## src/rtl/move_scheduler.sv

```systemverilog
// Tic-tac-toe move picker: scans the eight lines for a win, then for a block,
// then falls back to a fixed square preference order.
module move_scheduler (
    input  logic       clk,
    input  logic       reset_n,
    input  logic       start,
    input  logic       me_is_x,
    input  logic [8:0] xin,
    input  logic [8:0] oin,
    output logic       busy,
    output logic       done,
    output logic [8:0] move,
    output logic       move_valid,
    output logic [1:0] move_kind
);

    localparam logic [2:0] S_IDLE  = 3'd0;
    localparam logic [2:0] S_WIN   = 3'd1;
    localparam logic [2:0] S_BLOCK = 3'd2;
    localparam logic [2:0] S_FALL  = 3'd3;
    localparam logic [2:0] S_DONE  = 3'd4;

    localparam logic [1:0] K_NONE  = 2'b00;
    localparam logic [1:0] K_WIN   = 2'b01;
    localparam logic [1:0] K_BLOCK = 2'b10;
    localparam logic [1:0] K_FALL  = 2'b11;

    logic [2:0] state;
    logic [2:0] idx;
    logic [8:0] xr;
    logic [8:0] orr;
    logic       me_x;

    logic [3:0] sq0, sq1, sq2;
    logic [8:0] own, opp, a, b;
    logic       a0, a1, a2, b0, b1, b2;
    logic       h0, h1, h2, hit;
    logic [3:0] hit_sq;
    logic [8:0] hit_mask;
    logic [8:0] empty;
    logic [8:0] fb;

    // Square indices of the line currently being scanned
    always_comb begin
        sq0 = 4'd0;
        sq1 = 4'd1;
        sq2 = 4'd2;
        case (idx)
            3'd0: begin sq0 = 4'd0; sq1 = 4'd1; sq2 = 4'd2; end
            3'd1: begin sq0 = 4'd3; sq1 = 4'd4; sq2 = 4'd5; end
            3'd2: begin sq0 = 4'd6; sq1 = 4'd7; sq2 = 4'd8; end
            3'd3: begin sq0 = 4'd0; sq1 = 4'd3; sq2 = 4'd6; end
            3'd4: begin sq0 = 4'd1; sq1 = 4'd4; sq2 = 4'd7; end
            3'd5: begin sq0 = 4'd2; sq1 = 4'd5; sq2 = 4'd8; end
            3'd6: begin sq0 = 4'd0; sq1 = 4'd4; sq2 = 4'd8; end
            default: begin sq0 = 4'd2; sq1 = 4'd4; sq2 = 4'd6; end
        endcase
    end

    // Single shared line test; roles of a/b swap between the two scan phases
    always_comb begin
        own = me_x ? xr : orr;
        opp = me_x ? orr : xr;
        a = (state == S_BLOCK) ? opp : own;
        b = (state == S_BLOCK) ? own : opp;
        a0 = a[sq0];
        a1 = a[sq1];
        a2 = a[sq2];
        b0 = b[sq0];
        b1 = b[sq1];
        b2 = b[sq2];
        h0 = a1 & a2 & ~a0 & ~b0;
        h1 = a0 & a2 & ~a1 & ~b1;
        h2 = a0 & a1 & ~a2 & ~b2;
        hit = h0 | h1 | h2;
        if (h0)
            hit_sq = sq0;
        else if (h1)
            hit_sq = sq1;
        else
            hit_sq = sq2;
        hit_mask = 9'd1 << hit_sq;
    end

    // Fallback square: first empty one in preference order 4,0,2,6,8,1,3,5,7
    always_comb begin
        empty = ~(xr | orr);
        fb = 9'd0;
        if (empty[4])      fb = 9'h010;
        else if (empty[0]) fb = 9'h001;
        else if (empty[2]) fb = 9'h004;
        else if (empty[6]) fb = 9'h040;
        else if (empty[8]) fb = 9'h100;
        else if (empty[1]) fb = 9'h002;
        else if (empty[3]) fb = 9'h008;
        else if (empty[5]) fb = 9'h020;
        else if (empty[7]) fb = 9'h080;
    end

    // Control FSM, board snapshot and registered result
    always_ff @(posedge clk) begin
        if (!reset_n) begin
            state      <= S_IDLE;
            idx        <= 3'd0;
            xr         <= 9'd0;
            orr        <= 9'd0;
            me_x       <= 1'b0;
            move       <= 9'd0;
            move_valid <= 1'b0;
            move_kind  <= K_NONE;
        end else begin
            case (state)
                S_IDLE: begin
                    if (start) begin
                        xr    <= xin;
                        orr   <= oin;
                        me_x  <= me_is_x;
                        idx   <= 3'd0;
                        state <= S_WIN;
                    end
                end
                S_WIN: begin
                    if (hit) begin
                        move       <= hit_mask;
                        move_valid <= 1'b1;
                        move_kind  <= K_WIN;
                        state      <= S_DONE;
                    end else if (idx == 3'd7) begin
                        idx   <= 3'd0;
                        state <= S_BLOCK;
                    end else begin
                        idx <= idx + 3'd1;
                    end
                end
                S_BLOCK: begin
                    if (hit) begin
                        move       <= hit_mask;
                        move_valid <= 1'b1;
                        move_kind  <= K_BLOCK;
                        state      <= S_DONE;
                    end else if (idx == 3'd7) begin
                        idx   <= 3'd0;
                        state <= S_FALL;
                    end else begin
                        idx <= idx + 3'd1;
                    end
                end
                S_FALL: begin
                    move       <= fb;
                    move_valid <= |fb;
                    move_kind  <= (|fb) ? K_FALL : K_NONE;
                    state      <= S_DONE;
                end
                S_DONE: begin
                    idx   <= 3'd0;
                    state <= S_IDLE;
                end
                default: begin
                    state <= S_IDLE;
                end
            endcase
        end
    end

    assign busy = (state != S_IDLE);
    assign done = (state == S_DONE);

endmodule

```

## config.mk

```make
export PLATFORM = sky130hd
export DESIGN_NAME = move_scheduler
export DESIGN_NICKNAME = d
export VERILOG_FILES = /design/src/rtl/move_scheduler.sv
export SDC_FILE = /design/constraint.sdc
export NUM_CORES = 1
export LEC_CHECK = 0
export ABC_AREA = 1
export BUFFER_PORTS_ARGS = -buffer_cell sky130_fd_sc_hd__buf_4
export CORE_MARGIN = 8
export CORE_UTILIZATION = 55
export DETAILED_ROUTE_END_ITERATION = 10
export HOLD_SLACK_MARGIN = 0.03
export MAX_ROUTING_LAYER = met4
export PLACE_DENSITY = 0.76
export SLEW_MARGIN = 20
export SYNTH_ARGS = -nofsm -noshare
export SYNTH_HDL_FRONTEND = slang
export SYNTH_SLANG_ARGS = --single-unit
```

## constraint.sdc

```tcl
create_clock -name clk -period 2.6 [get_ports clk]
set_input_delay 0.13 -clock clk [delete_from_list [all_inputs] [get_ports clk]]
set_output_delay 0.13 -clock clk [all_outputs]
set_load 0.1 [all_outputs]
```

==> reports/qor.txt, run 1 <==
Remaining DRCs - 0
First-pass GRT wire length - 14100 µm
Max-cap violation count - 0
Post-DRT Antenna Nets - 0
Syn Nets - 562
Hold Buf Count CTS - 0
CP arrival - 2.72 ns
Row count - 27
Die H - 90.1 µm
P&R area growth vs syn - 27.7%
Sink Count - 37
Main synth FF type - dfxtp_1
Overall power - 5.83 mW
Ratio of cells with drive above 1 in the final layout - 0.233
RSZ-0062 raised after global routing - true
DR vias - 3576
Fin. max-slew vios - 0
Post-synthesis cell type count - 30
Drt wl/cell - 13.5 µm
Compound-Gate Fraction of Synth Area - 0.153
Hold Slack - 0.108 ns
Worst Path Buf+Inv - 6
WP data required - 2.79 ns
CP max stage delay - 0.40 ns
Die Area - 8110 µm²
Grt ovf - 0
Final setup fails - 0
Reg clk slew, reported paths - 0.08 ns
DR pass1 iterations - 5
Worst Skew - 0.00375 ns
Initial drt markers - 264
Startpoint type of the worst setup path - flop
Xor/xnor cell area share of the yosys netlist - 0
Final Core Density - 0.713
Outcome - complete, no violations
CTS root buf - clkbuf_8
Synth Area in Simple Gates - 0.451
Gr usage total - 0.211
CP dominant cell by count - nand2_1
PortBufs - 35
N_diodes - 0
Hold Crit Class - primary input to flop
Final Critical Period - 2.54 ns
Leakage - 1.87 nW
CP Max Fanout - 7
Die X-Extent - 90.1 µm
Num CTS Buffers - 5
Vias in the first global route - 3110
CTS tree - built
Period utilisation layout - 0.976
Syn Area/Cell - 5.66 µm²
Max Fclk - 394 MHz
Crit. End Element - flop
H-Tree Depth - 2
NumNets Final - 611
CP top delay family - simple AND/OR/NAND/NOR gates
Hpwl dp - 6580 µm
Sequential share of the synthesized area - 0.246
Post-synth ARST share - 0
Max_slew headroom - 0.532
Worst skew pair latency - 0.30 ns
Ys Warns - 0
I/O Pins - 36
Antenna violations before repair - 0
Number of synthesized flops with an enable pin - 0
Largest net degree at the start of global routing - 39
Synth Register Bits - 37
Worst vdd rail ir drop - 0.746 mV
Worst slew pin tran - 0.701 ns
Largest family of logic cells by synthesized area - simple AND/OR/NAND/NOR gates
Core Area - 5410 µm²
Crit path cell chain - inv_4, ha_4, nand2_1, nand2_4, inv_4, buf_4, nand3_1, nand3_1, nand3_2, inv_2, nand2_1, nor2_1, nand2_1, nand3_4, nand2_4, buf_6, nand3_1, nand2_1, inv_1, a21oi_2
Clock buffer depth - 2
Final hold vios - 0
Critical path class - flop to flop
Vias per cell - 5.46
Initial Util - 0.558
Worst path slowest cell - dfxtp_4
Multiplexer share of the synthesized area - 0
Placer Congestion - 0.970
Post-synthesis cell count - 533
Post-synthesis adder-cell area fraction - 0.0290
Power per cell area - 1510 nW/µm²
Mapped Area - 3020 µm²
Overall routed net length - 8820 µm
==> Yosys cell counts (3+ instances only) <==
library cell | count | area [µm²]
o21ai_0 | 40 | 200
nand3_2 | 4 | 40.0
dfxtp_1 | 37 | 741
nand4_1 | 8 | 50.1
inv_1 | 62 | 233
ha_1 | 7 | 87.6
nand2_2 | 3 | 18.8
nor3_1 | 9 | 45.0
a21oi_1 | 38 | 190
o21ai_1 | 5 | 25.0
nand3_1 | 64 | 320
inv_2 | 4 | 15.0
buf_2 | 7 | 35.0
buf_4 | 5 | 37.5
clkbuf_1 | 7 | 26.3
nor2_1 | 51 | 191
nand2_1 | 164 | 616
==> cells in the final DEF, fill, tap and decap left out, drive strengths merged, types with 8 or more instances in the layout <==
master,synthesis,final
a21oi,40,40
buf,14,63
dfxtp,37,37
inv,66,66
nand2,169,169
nand3,69,69
nand4,8,8
nor2,53,53
nor3,9,9
o21ai,45,45
==> registers in the layout, indices dropped and copies added (netlist names) <==
name / flops
idx: 3
me_x: 1
move: 9
move_kind: 2
move_valid: 1
orr: 9
state: 3
xr: 9
==> where the power goes <==
| group | internal, mW | switching, mW | leakage (nW) | total [mW] |
|---|---|---|---|---|
| clock | 0.185 | 0.223 | 0.0439 | 0.408 |
| combinational | 1.55 | 3.00 | 1.52 | 4.55 |
| sequential | 0.738 | 0.135 | 0.305 | 0.874 |
| total | 2.47 | 3.36 | 1.87 | 5.83 |
==> stage by stage <==
step / TNS (ns) / area, µm² / std cells / setup slack (ns)
floorplan: 0 / 3020 / 533 / 0.242
global placement: 0 / 3420 / 637 / 0.0276
detailed placement: -0.498 / 3420 / 637 / -0.105
CTS: 0 / 3530 / 645 / 0.00169
global route: -0.544 / 3850 / 655 / -0.0794
finish: 0 / 3850 / 655 / 0.0637
==> cells by family (layout without fill, tap and decap cells) <==
kind of cell	count (synthesis)	after routing
DFF	37	37
and+or+nand+nor	312	312
AOI/OAI and AO/OA	89	89
buffers and inverters	88	138
adders and majority gates	7	7
==> what timing repair did <==
| item | in CTS | in global routing |
|---|---|---|
| pin swaps | 0 | 21 |
| setup buffers | 0 | 10 |
| resized for setup | 7 | 71 |
| endpoints found under the setup margin | 11 | 18 |
==> path summary, 6_finish.rpt <==
check | start | end | slack [ns] | cells past startpoint
max | idx[1]$_SDFFE_PN0P_ | move[3]$_SDFFE_PN0P_ | 0.06 | 20
min | xin[7] | xr[7]$_SDFFE_PN0P_ | 0.11 | 3
max reg2reg | idx[1]$_SDFFE_PN0P_ | move[3]$_SDFFE_PN0P_ | 0.06 | 20
min reg2reg | move_kind[0]$_SDFFE_PN0P_ | move_kind[0]$_SDFFE_PN0P_ | 0.48 | 2
==> layer usage <==
metal | wire length [µm] | GRT usage
met1 | 3910 | 0.268
met2 | 4020 | 0.329
met3 | 752 | 0.0407
met4 | 142 | 0.0680
met5 | 0 | -
==> final cells by class <==
| class | count | area, µm² |
|---|---|---|
| flip-flops and latches | 37 | 748 |
| well taps | 72 | 90.1 |
| clock inverters | 3 | 17.5 |
| multi-input cells | 408 | 2160 |
| fillers | 482 | 1550 |
| clock buffers | 5 | 68.8 |
| repair buffers | 63 | 509 |
| inverters | 67 | 259 |
==> worst reg2reg max path: cells and delay by family (launching register included) <==
kind                     cells  cell delay (ns)
AO/OA/AOI/OAI                1             0.05
adder cells (fa/ha/maj)      1             0.17
buffers and inverters        6             0.63
flip-flops                   1             0.40
AND/OR/NAND/NOR             12             1.19
(Power assumes the default switching activity.)
==> inputs of run 2 (changes only) <==
CORE_UTILIZATION = 59   (was 55)
PLACE_DENSITY = 0.81   (was 0.76)
SLEW_MARGIN = 15   (was 20)
==> run 2 against run 1 <==
  * Flip-flop and latch count unchanged
  * Worst setup slack worse by 0.039 ns
  * Routed wire length up 14%
  * Utilization is 9.6 points higher
  * Hold slack gained 0.0024 ns
  * Cell count increased by 1.2%
  * Global-route usage grew 3.7 points
  * Count of clock-buffer cells in the layout unchanged
  * First-iteration DRC count grew 34%
  * Clock skew grew 0.0096 ns
  * Sequential share of layout area fell by 0.96 points
  * Critical endpoint is now state[0]$_SDFFE_PN0P_
==> reports/qor.txt, run 2 (same netlist as run 1, synthesis figures left out) <==
RSZ-0062 raised after global routing - true
Max_slew headroom - 0.414
PortBufs - 35
Met3 usage - 0.0368
CP arrival - 2.78 ns
Overall routed net length - 10100 µm
NumNets Final - 621
Largest net degree at the start of global routing - 31
Worst skew pair latency - 0.30 ns
Initial Util - 0.602
Row count - 26
CP dominant cell by count - nor2_1
RR Endpoint - state[0]$_SDFFE_PN0P_
Commonest cells after routing, fill and taps aside - nand2_1 (151), buf_4 (64), nand3_1 (55), inv_1 (53), o21ai_0 (39)
P&R area growth vs syn - 34.3%
Hold Crit Class - primary input to flop
Grt met2 use - 0.393
Hpwl dp - 6990 µm
Worst Hold Depth - 3
Drt wl/cell - 15.2 µm
DR pass1 iterations - 5
Design Area, Final - 4050 µm²
Startpoint type of the worst setup path - flop
Area post-placement - 3450 µm²
Post-DRT Antenna Nets - 0
CTS root buf - clkbuf_8
Largest registers - move (9), orr (9), xr (9)
CP max stage delay - 0.42 ns
Remaining DRCs - 0
Die H - 87.5 µm
Fin. max-slew vios - 0
CP Max Fanout - 5
Worst slew pin tran - 0.877 ns
DR vias - 3758
WHS Endpoint - orr[8]$_SDFFE_PN0P_
Crit. End Element - flop
Vias in the first global route - 3272
Most Crowded Layer GR - met2
Clock buffer depth - 2
Vias per cell - 5.67
Period utilisation layout - 0.991
R2R setup slack - 0.02 ns
Die X-Extent - 87.5 µm
Setup crit start - idx[1]$_SDFFE_PN0P_
Ratio of cells with drive above 1 in the final layout - 0.273
Most common cell after layout, fill and taps aside - nand2_1
Gr usage total - 0.248
Core Area - 5010 µm²
R2R Path Start - idx[1]$_SDFFE_PN0P_
Crit path cell chain - buf_6, ha_4, inv_4, nor2_4, buf_4, buf_4, nand3_1, nand3_2, inv_2, nand2_1, nor2_1, nand2_1, nand3_4, buf_6, nor2_4, nand2_2, nand2_2, inv_1, nor2_1, nor2_1
First-pass GRT wire length - 14800 µm
CTS tree - built
CP top delay family - simple AND/OR/NAND/NOR gates
HP Start - oin[8]
Worst path slowest cell - dfxtp_4
Placer Congestion - 1.01
Initial drt markers - 354
Final Critical Period - 2.58 ns
Reg clk slew, reported paths - 0.09 ns
Final setup fails - 0
Hold Buf Count CTS - 0
Worst Reg-to-Reg Cells - 20
Critical path class - flop to flop
Outcome - complete, no violations
Final hold vios - 0
Die Area - 7660 µm²
Worst Skew - 0.0133 ns
Max Fclk - 388 MHz
Grt ovf - 0
Worst Path Buf+Inv - 7
Num CTS Buffers - 5
Max-cap violation count - 0
Hold Slack - 0.110 ns
Met1 Use GR - 0.312
N_diodes - 0
WP data required - 2.80 ns
H-Tree Depth - 2
Antenna violations before repair - 0
Sink Count - 37
I/O Pins - 36
run 2: cell count changes in the layout (fill, tap and decap cells not counted), sizes merged:
cell	delta
buf	+10
bufinv	+1
clkinv	-1
clkinvlp	-1
inv	+1
run 2: worst min-delay path, delay by kind of cell:
kind                   cells  cell delay, ns
AOI/OAI and AO/OA          2            0.18
buffers and inverters      1            0.07
run 2: layout make-up:
cell class,instances,area [µm²]
repair buffers,73,599
inverters,67,264
fillers,366,958
multi-input cells,408,2240
clock inverters,3,43.8
clock buffers,5,68.8
flip-flops and latches,37,748
well taps,70,87.6
run 2: how the worst max path moves through the flow:
stage | end | slack, ns | depth (start not counted)
finish | state[0]$_SDFFE_PN0P_ | 0.02 | 20
global route | move[2]$_SDFFE_PN0P_ | -0.07 | 16
CTS | move[4]$_SDFFE_PN0P_ | -0.002 | 18
global placement | move[4]$_SDFFE_PN0P_ | -0.08 | 19
detailed placement | move[4]$_SDFFE_PN0P_ | -0.16 | 18
floorplan | move_valid$_SDFFE_PN0P_ | 0.24 | 19
run 2: what timing repair did:
| action | CTS | global route |
|---|---|---|
| setup buffers | 1 | 14 |
| pin swaps | 0 | 32 |
| cloned | 0 | 0 |
| endpoints found under the setup margin | 17 | 18 |
| gates resized for setup | 8 | 96 |
run 2: per-stage QoR:
step	worst slack, ns	TNS, ns	std cells	util
final	0.0242	0	663	0.809
after global routing	-0.0706	-0.532	663	0.809
after CTS	-0.00162	-0.00162	649	0.717
after detailed placement	-0.156	-1.32	640	0.689
after global placement	-0.0849	-0.271	640	0.689
after floorplan	0.242	0	533	-
run 2: metal layers:
metal,part of all wire,vias to the layer above
met5,0,-
met4,0.029,0
met3,0.056,32
met2,0.47,187
met1,0.44,1704
li1,-,1835
Power of run 2 is left out: the tool's default activity adds up to more than one toggle a clock period on the data nets, which glitch-free logic cannot reach.
